===== src/rtl/shift_rows.sv =====
// shift_rows: AES ShiftRows / InvShiftRows byte permutation with one register
// stage. The state is column-major (state[r][c] = byte r+4c, byte 0 in the
// MSBs). Row r is rotated left by r bytes in forward mode and right by r bytes
// in inverse mode. Row 0 never moves.
module shift_rows (
  input  logic         clk,
  input  logic         rst_n,
  input  logic         in_valid,
  input  logic         inv,
  input  logic [127:0] shift_rows_in,
  output logic [127:0] shift_row_out,
  output logic         out_valid
);

  logic [127:0] data_d, data_q;
  logic         vld_d,  vld_q;

  // Forward ShiftRows: out[r][c] = in[r][(c+r) mod 4]
  function automatic logic [127:0] fwd_perm(input logic [127:0] s);
    logic [127:0] o;
    o = '0;
    for (int r = 0; r < 4; r++) begin
      for (int c = 0; c < 4; c++) begin
        o[8*(15-(r+4*c)) +: 8] = s[8*(15-(r+4*((c+r)%4))) +: 8];
      end
    end
    return o;
  endfunction

  // Inverse ShiftRows: out[r][c] = in[r][(c-r) mod 4], written as (c+4-r)
  // so the modulo operand never goes negative.
  function automatic logic [127:0] inv_perm(input logic [127:0] s);
    logic [127:0] o;
    o = '0;
    for (int r = 0; r < 4; r++) begin
      for (int c = 0; c < 4; c++) begin
        o[8*(15-(r+4*c)) +: 8] = s[8*(15-(r+4*((c+4-r)%4))) +: 8];
      end
    end
    return o;
  endfunction

  // Next-state: capture the permuted sample only when qualified, otherwise
  // hold so unqualified (possibly X) inputs never reach the register.
  always_comb begin
    data_d = data_q;
    vld_d  = in_valid;
    if (in_valid) begin
      data_d = inv ? inv_perm(shift_rows_in) : fwd_perm(shift_rows_in);
    end
  end

  // Output register; reset clears both data and valid immediately.
  always_ff @(posedge clk or negedge rst_n) begin
    if (!rst_n) begin
      data_q <= '0;
      vld_q  <= 1'b0;
    end else begin
      data_q <= data_d;
      vld_q  <= vld_d;
    end
  end

  assign shift_row_out = data_q;
  assign out_valid     = vld_q;

endmodule


===== config.mk =====
export PLATFORM = sky130hd
export DESIGN_NAME = shift_rows
export DESIGN_NICKNAME = d
export VERILOG_FILES = /design/src/rtl/shift_rows.sv
export SDC_FILE = /design/constraint.sdc
export NUM_CORES = 1
export LEC_CHECK = 0
export BUFFER_PORTS_ARGS = -buffer_cell sky130_fd_sc_hd__buf_2
export CORE_UTILIZATION = 36
export CTS_BUF_LIST = sky130_fd_sc_hd__clkbuf_8 sky130_fd_sc_hd__clkbuf_16
export CTS_CLUSTER_DIAMETER = 200
export DETAILED_ROUTE_END_ITERATION = 6
export MAX_ROUTING_LAYER = met4
export PLACE_DENSITY = 0.67
export SLEW_MARGIN = 20
export SYNTH_ARGS = -nofsm -noshare
export SYNTH_HDL_FRONTEND = slang
export SYNTH_SLANG_ARGS = --single-unit

===== constraint.sdc =====
create_clock -name clk -period 0.85 [get_ports clk]
set_input_delay 0.0425 -clock clk [delete_from_list [all_inputs] [get_ports clk]]
set_output_delay 0.0425 -clock clk [all_outputs]
set_load 0.01 [all_outputs]

== Word level (Yosys, flattened, before mapping) ==
Cells that the tools add are included.
W data, S select, Z words.

* Register bits: 129
* Logic and storage cells: 3

* Mux-type cells: 1

{| class="wikitable"
|+ Operators by type and width
! cell !! count
|-
| $mux W120 || 1
|}

== Depth between registers and ports, before layout ==
Gate-level depths: netlist of the first run.

* Depth in word-level cells: 1
* Gate-level depth with buffers: 4
* Mapped depth without buffers: 2

== Least setup slack after synthesis of the first run ==
No wires, ideal clock.

* Kind: in2reg
* Start: input port in_valid
* End: register data_q[104] (netlist: shift_row_out[104])
* Data arrival time: 0.650 ns
* Path slack: 0.075 ns
* Stages: 3
* Path through: buf_4 > buf_6 > mux2_2

{| class="wikitable"
|+ RTL lines
! what !! RTL line !! RTL
|-
| start: declaration || 8 || <nowiki>input logic in_valid,</nowiki>
|-
| end signal: assignment || 59 || <nowiki>data_q <= data_d;</nowiki>
|-
| end: declaration || 15 || <nowiki>logic [127:0] data_d, data_q;</nowiki>
|}

No word-level cell between the ends.

== Final worst setup path of the first run ==
* Start: register data_q[42] (netlist: shift_row_out[42])
* End: output port shift_row_out[42]

{| class="wikitable"
|+ RTL lines
! what !! RTL line !! RTL
|-
| end: declaration || 11 || <nowiki>output logic [127:0] shift_row_out,</nowiki>
|}

No word-level cell between the ends.

==> results.ini, run 1 <==
[run_status]
outcome = finished with violations
failed_checks = setup timing

[sta]
max_slew.worst_pin.slew_ns = 0.328
post-route-period-util = 1.18
hold_viol = 0
fin_tns_setup_ns = -16.08
setup_viol = 148
slew_headroom = 0.781
max_freq_mhz = 997
rsz0062_at_grt = true
setup_slack_ns = -0.153
fin_crit_ns = 1.00
fin_worst_skew_ns = 0
drv_slew = 0

[final_layout]
regArea_sq_mm = 0.00323
area.growth.synth_to_final_pct = 77.7
final_cell_mix = 224 x buf_2, 131 x dlygate4sd3_1, 129 x dfrtp_1
final_area_sq_mm = 0.00959
fillers = 1020
mostFrequentLayoutCell = buf_2
num-nets-final = 1002
fin_cells = 1068
drive_above_1_share = 0.498
multiInputGateArea_sq_mm = 0.00197

[setup_path]
worst_path_dominant_cell_family = flip-flops
endpoint_kind = output pin
arrival_ns = 0.96
required_ns = 0.81
worstRegToRegCells = 3
startpoint_type = flop
r2r-start = shift_row_out[94]
cp_slowest_cell = dfrtp_1
path_buf_inv = 1
critPathKind = flop to output pin
cp.depth = 1
cp_max_fo = 2
cpPeakStageDelay_ns = 0.40
cp_cell_sequence = buf_2
reg2reg_slack_ns = -0.13
timing.rr.end = shift_row_out[94]

[placed_design]
post-dp-hpwl_um = 9840
dpl.cell_count = 850
gp_congestion = 0.798
io_buffers = 260
dpl-instance-area_sq_mm = 0.00698
dp_slack_ns = -0.0277

[clocking]
cts_num_sinks = 129
cts_root_buf = clkbuf_16
worst_skew_pair.late_latency_ns = 0.40
htreeDepth = 4
clockBufferDepth = 2
numCtsBuffers = 17
clk_pin_slew_worst_paths_ns = 0.06
cts_tree = done

[yosys]
ys_seq_area_frac = 0.598
synth_area_leaders = dfrtp_1 60%, mux2_2 13%, mux2i_1 12%
syn_nets = 545
syn_area_per_cell_sq_um = 13.1
synthCells = 413
synth_cell_types = 9
yosysTopAreaCell = dfrtp_1
synth.top_cell.area_share = 0.598
syn_area_sq_mm = 0.00540
ys_ff_latch = 129
yosys_warnings = 0

[routing]
drt_pass1_iterations = 4
drt-total-wl_um = 16900
antenna_left = 0
drtIter0Drc = 171
vias_per_cell = 4.70
vias = 5021
wire_per_inst_um = 15.8
drc = 0

[power_and_ir_drop]
p_per_area_mw_per_mm2 = 1960
p_leak_nw = 4.67
peakVddDrop_v = 0.00131

[floorplanning]
die_w_um = 124
dieArea_sq_mm = 0.0155
fp-row-count = 44
coreArea_sq_mm = 0.0146
initial_core_util = 0.370
num_io_pins = 261
die_h_um = 124

[global_routing]
grt_pass1_wl_um = 26600
grtUsageTotal = 0.223
antenna_found_initial = 1
gr-total-overflow = 0
grt_pass1_vias = 5489
grt_max_degree = 59

[run]
maxCapViolCount = 0

[worst_hold_path]
min_path_type = primary input to async pin

-- per-stage QoR --
| step | util | power (W) | hold slack (ns) |
|---|---|---|---|
| final | 0.658 | 0.0188 | 0.0390 |
| after global routing | 0.658 | 0.0196 | 0.0153 |
| after CTS | 0.629 | 0.0185 | 0.0158 |
| after detailed placement | 0.478 | 0.00990 | -0.0964 |
| after global placement | 0.478 | 0.00978 | -0.100 |
| after floorplan | - | 0.00851 | -0.253 |
-- layer usage --
layer / routed length, um / track usage
met2: 8920 / 0.383
met5: 0 / -
met3: 870 / 0.0507
met4: 629 / 0.109
met1: 6500 / 0.241
-- area by class of cell --
class | count | share of cell area
clock buffers | 19 | 0.0472
well taps | 184 | 0.0240
multi-input cells | 256 | 0.205
diodes | 1 | 0.000261
flip-flops and latches | 129 | 0.336
clock inverters | 13 | 0.0192
repair buffers | 466 | 0.368
-- where the power goes --
| group | switching [W] | leakage, nW | total [W] | internal [W] |
|---|---|---|---|---|
| Sequential | 0.000385 | 1.47 | 0.00716 | 0.00678 |
| Combinational | 0.00163 | 2.89 | 0.00385 | 0.00222 |
| Clock | 0.00274 | 0.305 | 0.00781 | 0.00507 |
-- Yosys cell counts (all sizes together) --
cell     n
dfrtp  129
a21oi   64
mux2    64
mux2i   64
nor2    64
buf     28
-- worst max path at each step --
stage	to	startpoint	slack, ns
after floorplan	shift_row_out[104]	in_valid	0.08
after global placement	shift_row_out[22]	in_valid	0.005
after detailed placement	shift_row_out[19]	in_valid	-0.03
after CTS	shift_row_out[22]	shift_row_out[22]	-0.17
after global routing	shift_row_out[94]	shift_row_out[94]	-0.20
final	shift_row_out[42]	shift_row_out[42]	-0.15
-- registers in the layout, summed over array words and instances, names as in the netlist --
signal	cells
out_valid	1
shift_row_out	128
-- cell families after synthesis --
logic type,share of synthesized area
mux,0.252
compound gates,0.0593
buf+inv,0.0463
simple gates,0.0445
flops,0.598
-- what timing repair did --
item / CTS / global route
hold buffers: 131 / 0
pin swaps: 0 / 0
hold endpoints to repair: 257 / 0
setup buffers: 25 / 29
gates resized for setup: 11 / 39
setup endpoints to repair: 129 / 133
Note: power is estimated with default switching activity, not from simulation.
==> inputs of run 2 (changes only) <==
--- a/config.mk
+++ b/config.mk
@@ -6,6 +6,8 @@
 export NUM_CORES = 1
 export LEC_CHECK = 0
 export BUFFER_PORTS_ARGS = -buffer_cell sky130_fd_sc_hd__buf_2
+export CAP_MARGIN = 20
+export CORE_MARGIN = 10
 export CORE_UTILIZATION = 36
 export CTS_BUF_LIST = sky130_fd_sc_hd__clkbuf_8 sky130_fd_sc_hd__clkbuf_16
 export CTS_CLUSTER_DIAMETER = 200
==> run 2 against run 1 <==
Effect of this change:
- total power grew 0.81%
- maximum frequency fell by 2.3%
- clock-buffer cell count rose by 2
- the flow still finishes with violations (setup timing)
- flip-flop and latch count unchanged
- cell count stayed put
- global-route usage fell by 2.9 points
- via count grew 2.8%
- hold slack gained 0.052 ns
==> results.ini, run 2 (synthesis gave the netlist of run 1 again) <==
[run_status]
outcome = finished with violations  ; unchanged
failed_checks = setup timing  ; unchanged

[worst_hold_path]
hp-start = in_valid
min_to = shift_row_out[12]
holdPathStages = 3
min_path_type = primary input to flop  ; was primary input to async pin

[setup_path]
startpoint_type = flop  ; unchanged
cp_slowest_cell = dfrtp_1  ; unchanged
cp_max_fo = 2  ; unchanged
worst_path_dominant_cell_family = flip-flops  ; unchanged
timing.rr.end = shift_row_out[107]  ; was shift_row_out[94]
cpPeakStageDelay_ns = 0.42  ; was 0.40 ns
critPathKind = flop to output pin  ; unchanged
r2r-start = shift_row_out[107]  ; was shift_row_out[94]
reg2reg_slack_ns = -0.10  ; was -0.13 ns
endpoint_kind = output pin  ; unchanged
cp_cell_sequence = buf_6  ; was buf_2
path_buf_inv = 1  ; unchanged
worstRegToRegCells = 2  ; was 3
arrival_ns = 0.98  ; was 0.96 ns
required_ns = 0.81  ; about the same

[global_routing]
grt_pass1_wl_um = 30100  ; was 26600 um
antenna_found_initial = 1  ; unchanged
grt_pass1_vias = 5628  ; was 5489
gr-total-overflow = 0  ; unchanged
grtUsageTotal = 0.194  ; was 0.223
grt_max_degree = 60  ; was 59

[clocking]
clockBufferDepth = 2  ; unchanged
cts_root_buf = clkbuf_16  ; unchanged
worst_skew_pair.late_latency_ns = 0.41  ; was 0.40 ns
clk_pin_slew_worst_paths_ns = 0.06  ; about the same
cts_num_sinks = 129  ; unchanged
htreeDepth = 4  ; unchanged
cts_tree = done  ; unchanged
numCtsBuffers = 17  ; unchanged

[final_layout]
num-nets-final = 1003  ; was 1002
largest_reg_flops = 128  ; unchanged
drive_above_1_share = 0.502  ; was 0.498
fillers = 949  ; was 1020
final_cell_mix = 190 x buf_2, 130 x dlygate4sd3_1, 129 x dfrtp_1  ; was 224 x buf_2, 131 x dlygate4sd3_1, 129 x dfrtp_1
multiInputGateArea_sq_mm = 0.00197  ; about the same
area.growth.synth_to_final_pct = 81.0  ; was 77.7%
post-route-util = 0.670  ; was 0.658
regArea_sq_mm = 0.00323  ; unchanged
mostFrequentLayoutCell = buf_2  ; unchanged

[power_and_ir_drop]
peakVddDrop_v = 0.00123  ; was 0.00131 V
p_per_area_mw_per_mm2 = 1940  ; was 1960 mW/mm^2
p_leak_nw = 4.74  ; was 4.67 nW
power_w = 0.0190  ; was 0.0188 W

[sta]
max_freq_mhz = 974  ; was 997 MHz
setup_slack_ns = -0.177  ; was -0.153 ns
rsz0062_at_grt = true  ; unchanged
fin_worst_skew_ns = 0  ; unchanged
fin_crit_ns = 1.03  ; was 1.00 ns
drv_slew = 0  ; unchanged
hold_viol = 0  ; unchanged
max_slew.worst_pin.slew_ns = 0.324  ; was 0.328 ns
setup_viol = 150  ; was 148
slew_headroom = 0.784  ; was 0.781
post-route-period-util = 1.21  ; was 1.18

[routing]
vias_per_cell = 4.84  ; was 4.70
vias = 5164  ; was 5021
drc = 0  ; unchanged
drt-total-wl_um = 20800  ; was 16900 um
wire_per_inst_um = 19.5  ; was 15.8 um
drtIter0Drc = 204  ; was 171
drt_pass1_iterations = 4  ; unchanged
antenna_left = 0  ; unchanged

[floorplanning]
fp-row-count = 44  ; unchanged
die_h_um = 142  ; was 124 um
initial_core_util = 0.370  ; unchanged
coreArea_sq_mm = 0.0146  ; unchanged
die_w_um = 142  ; was 124 um
dieArea_sq_mm = 0.0203  ; was 0.0155 sq mm
num_io_pins = 261  ; unchanged

[placed_design]
post-dp-hpwl_um = 12600  ; was 9840 um
io_buffers = 260  ; unchanged
gp_congestion = 0.788  ; was 0.798
dp_slack_ns = -0.0405  ; was -0.0277 ns

[run]
maxCapViolCount = 0  ; unchanged

run 2: layout make-up:
cell class / instances / share of cell area
clock inverters: 10 / 0.0136
flip-flops and latches: 129 / 0.330
multi-input cells: 256 / 0.202
clock buffers: 21 / 0.0492
well taps: 184 / 0.0236
diodes: 1 / 0.000256
repair buffers: 467 / 0.381
run 2: where the power goes:
part	switching, W	internal, W
combinational	0.00175	0.00240
sequential	0.000445	0.00678
clock	0.00270	0.00489
run 2: worst max path at each step:
| stage | from | cells after the start | slack, ns | end |
|---|---|---|---|---|
| after floorplan | in_valid | 3 | 0.08 | shift_row_out[104] |
| after detailed placement | in_valid | 5 | -0.04 | shift_row_out[34] |
| after CTS | shift_row_out[78] | 1 | -0.17 | shift_row_out[78] |
| after global placement | inv | 4 | -0.01 | shift_row_out[100] |
| after global routing | shift_row_out[40] | 1 | -0.21 | shift_row_out[40] |
| final | shift_row_out[107] | 1 | -0.18 | shift_row_out[107] |
run 2: repair_timing:
action,in CTS,in global routing
pin swaps,0,1
endpoints found under the hold margin,257,0
resized for setup,45,54
hold buffers,130,0
endpoints found under the setup margin,129,135
buffers inserted,26,29
run 2: layer usage:
| metal | global-route usage | wire length [um] | vias up |
|---|---|---|---|
| met5 | - | 0 | - |
| met4 | 0.0724 | 548 | 0 |
| li1 | - | - | 2356 |
| met2 | 0.324 | 10500 | 254 |
| met1 | 0.204 | 7700 | 2511 |
| met3 | 0.0741 | 2040 | 43 |
run 2: per-stage QoR:
step	TNS [ns]	instance area (sq um)	hold WS, ns	instances
5_1_grt	-22.74	9770	0.0759	1068
3_5_place_dp	-0.303	6980	0.0297	852
6_report	-17.74	9770	0.0914	1068
2_1_floorplan	0	5400	-0.253	413
4_1_cts	-18.68	9300	0.0639	1039
3_3_place_gp	-0.0128	6980	0.0263	852
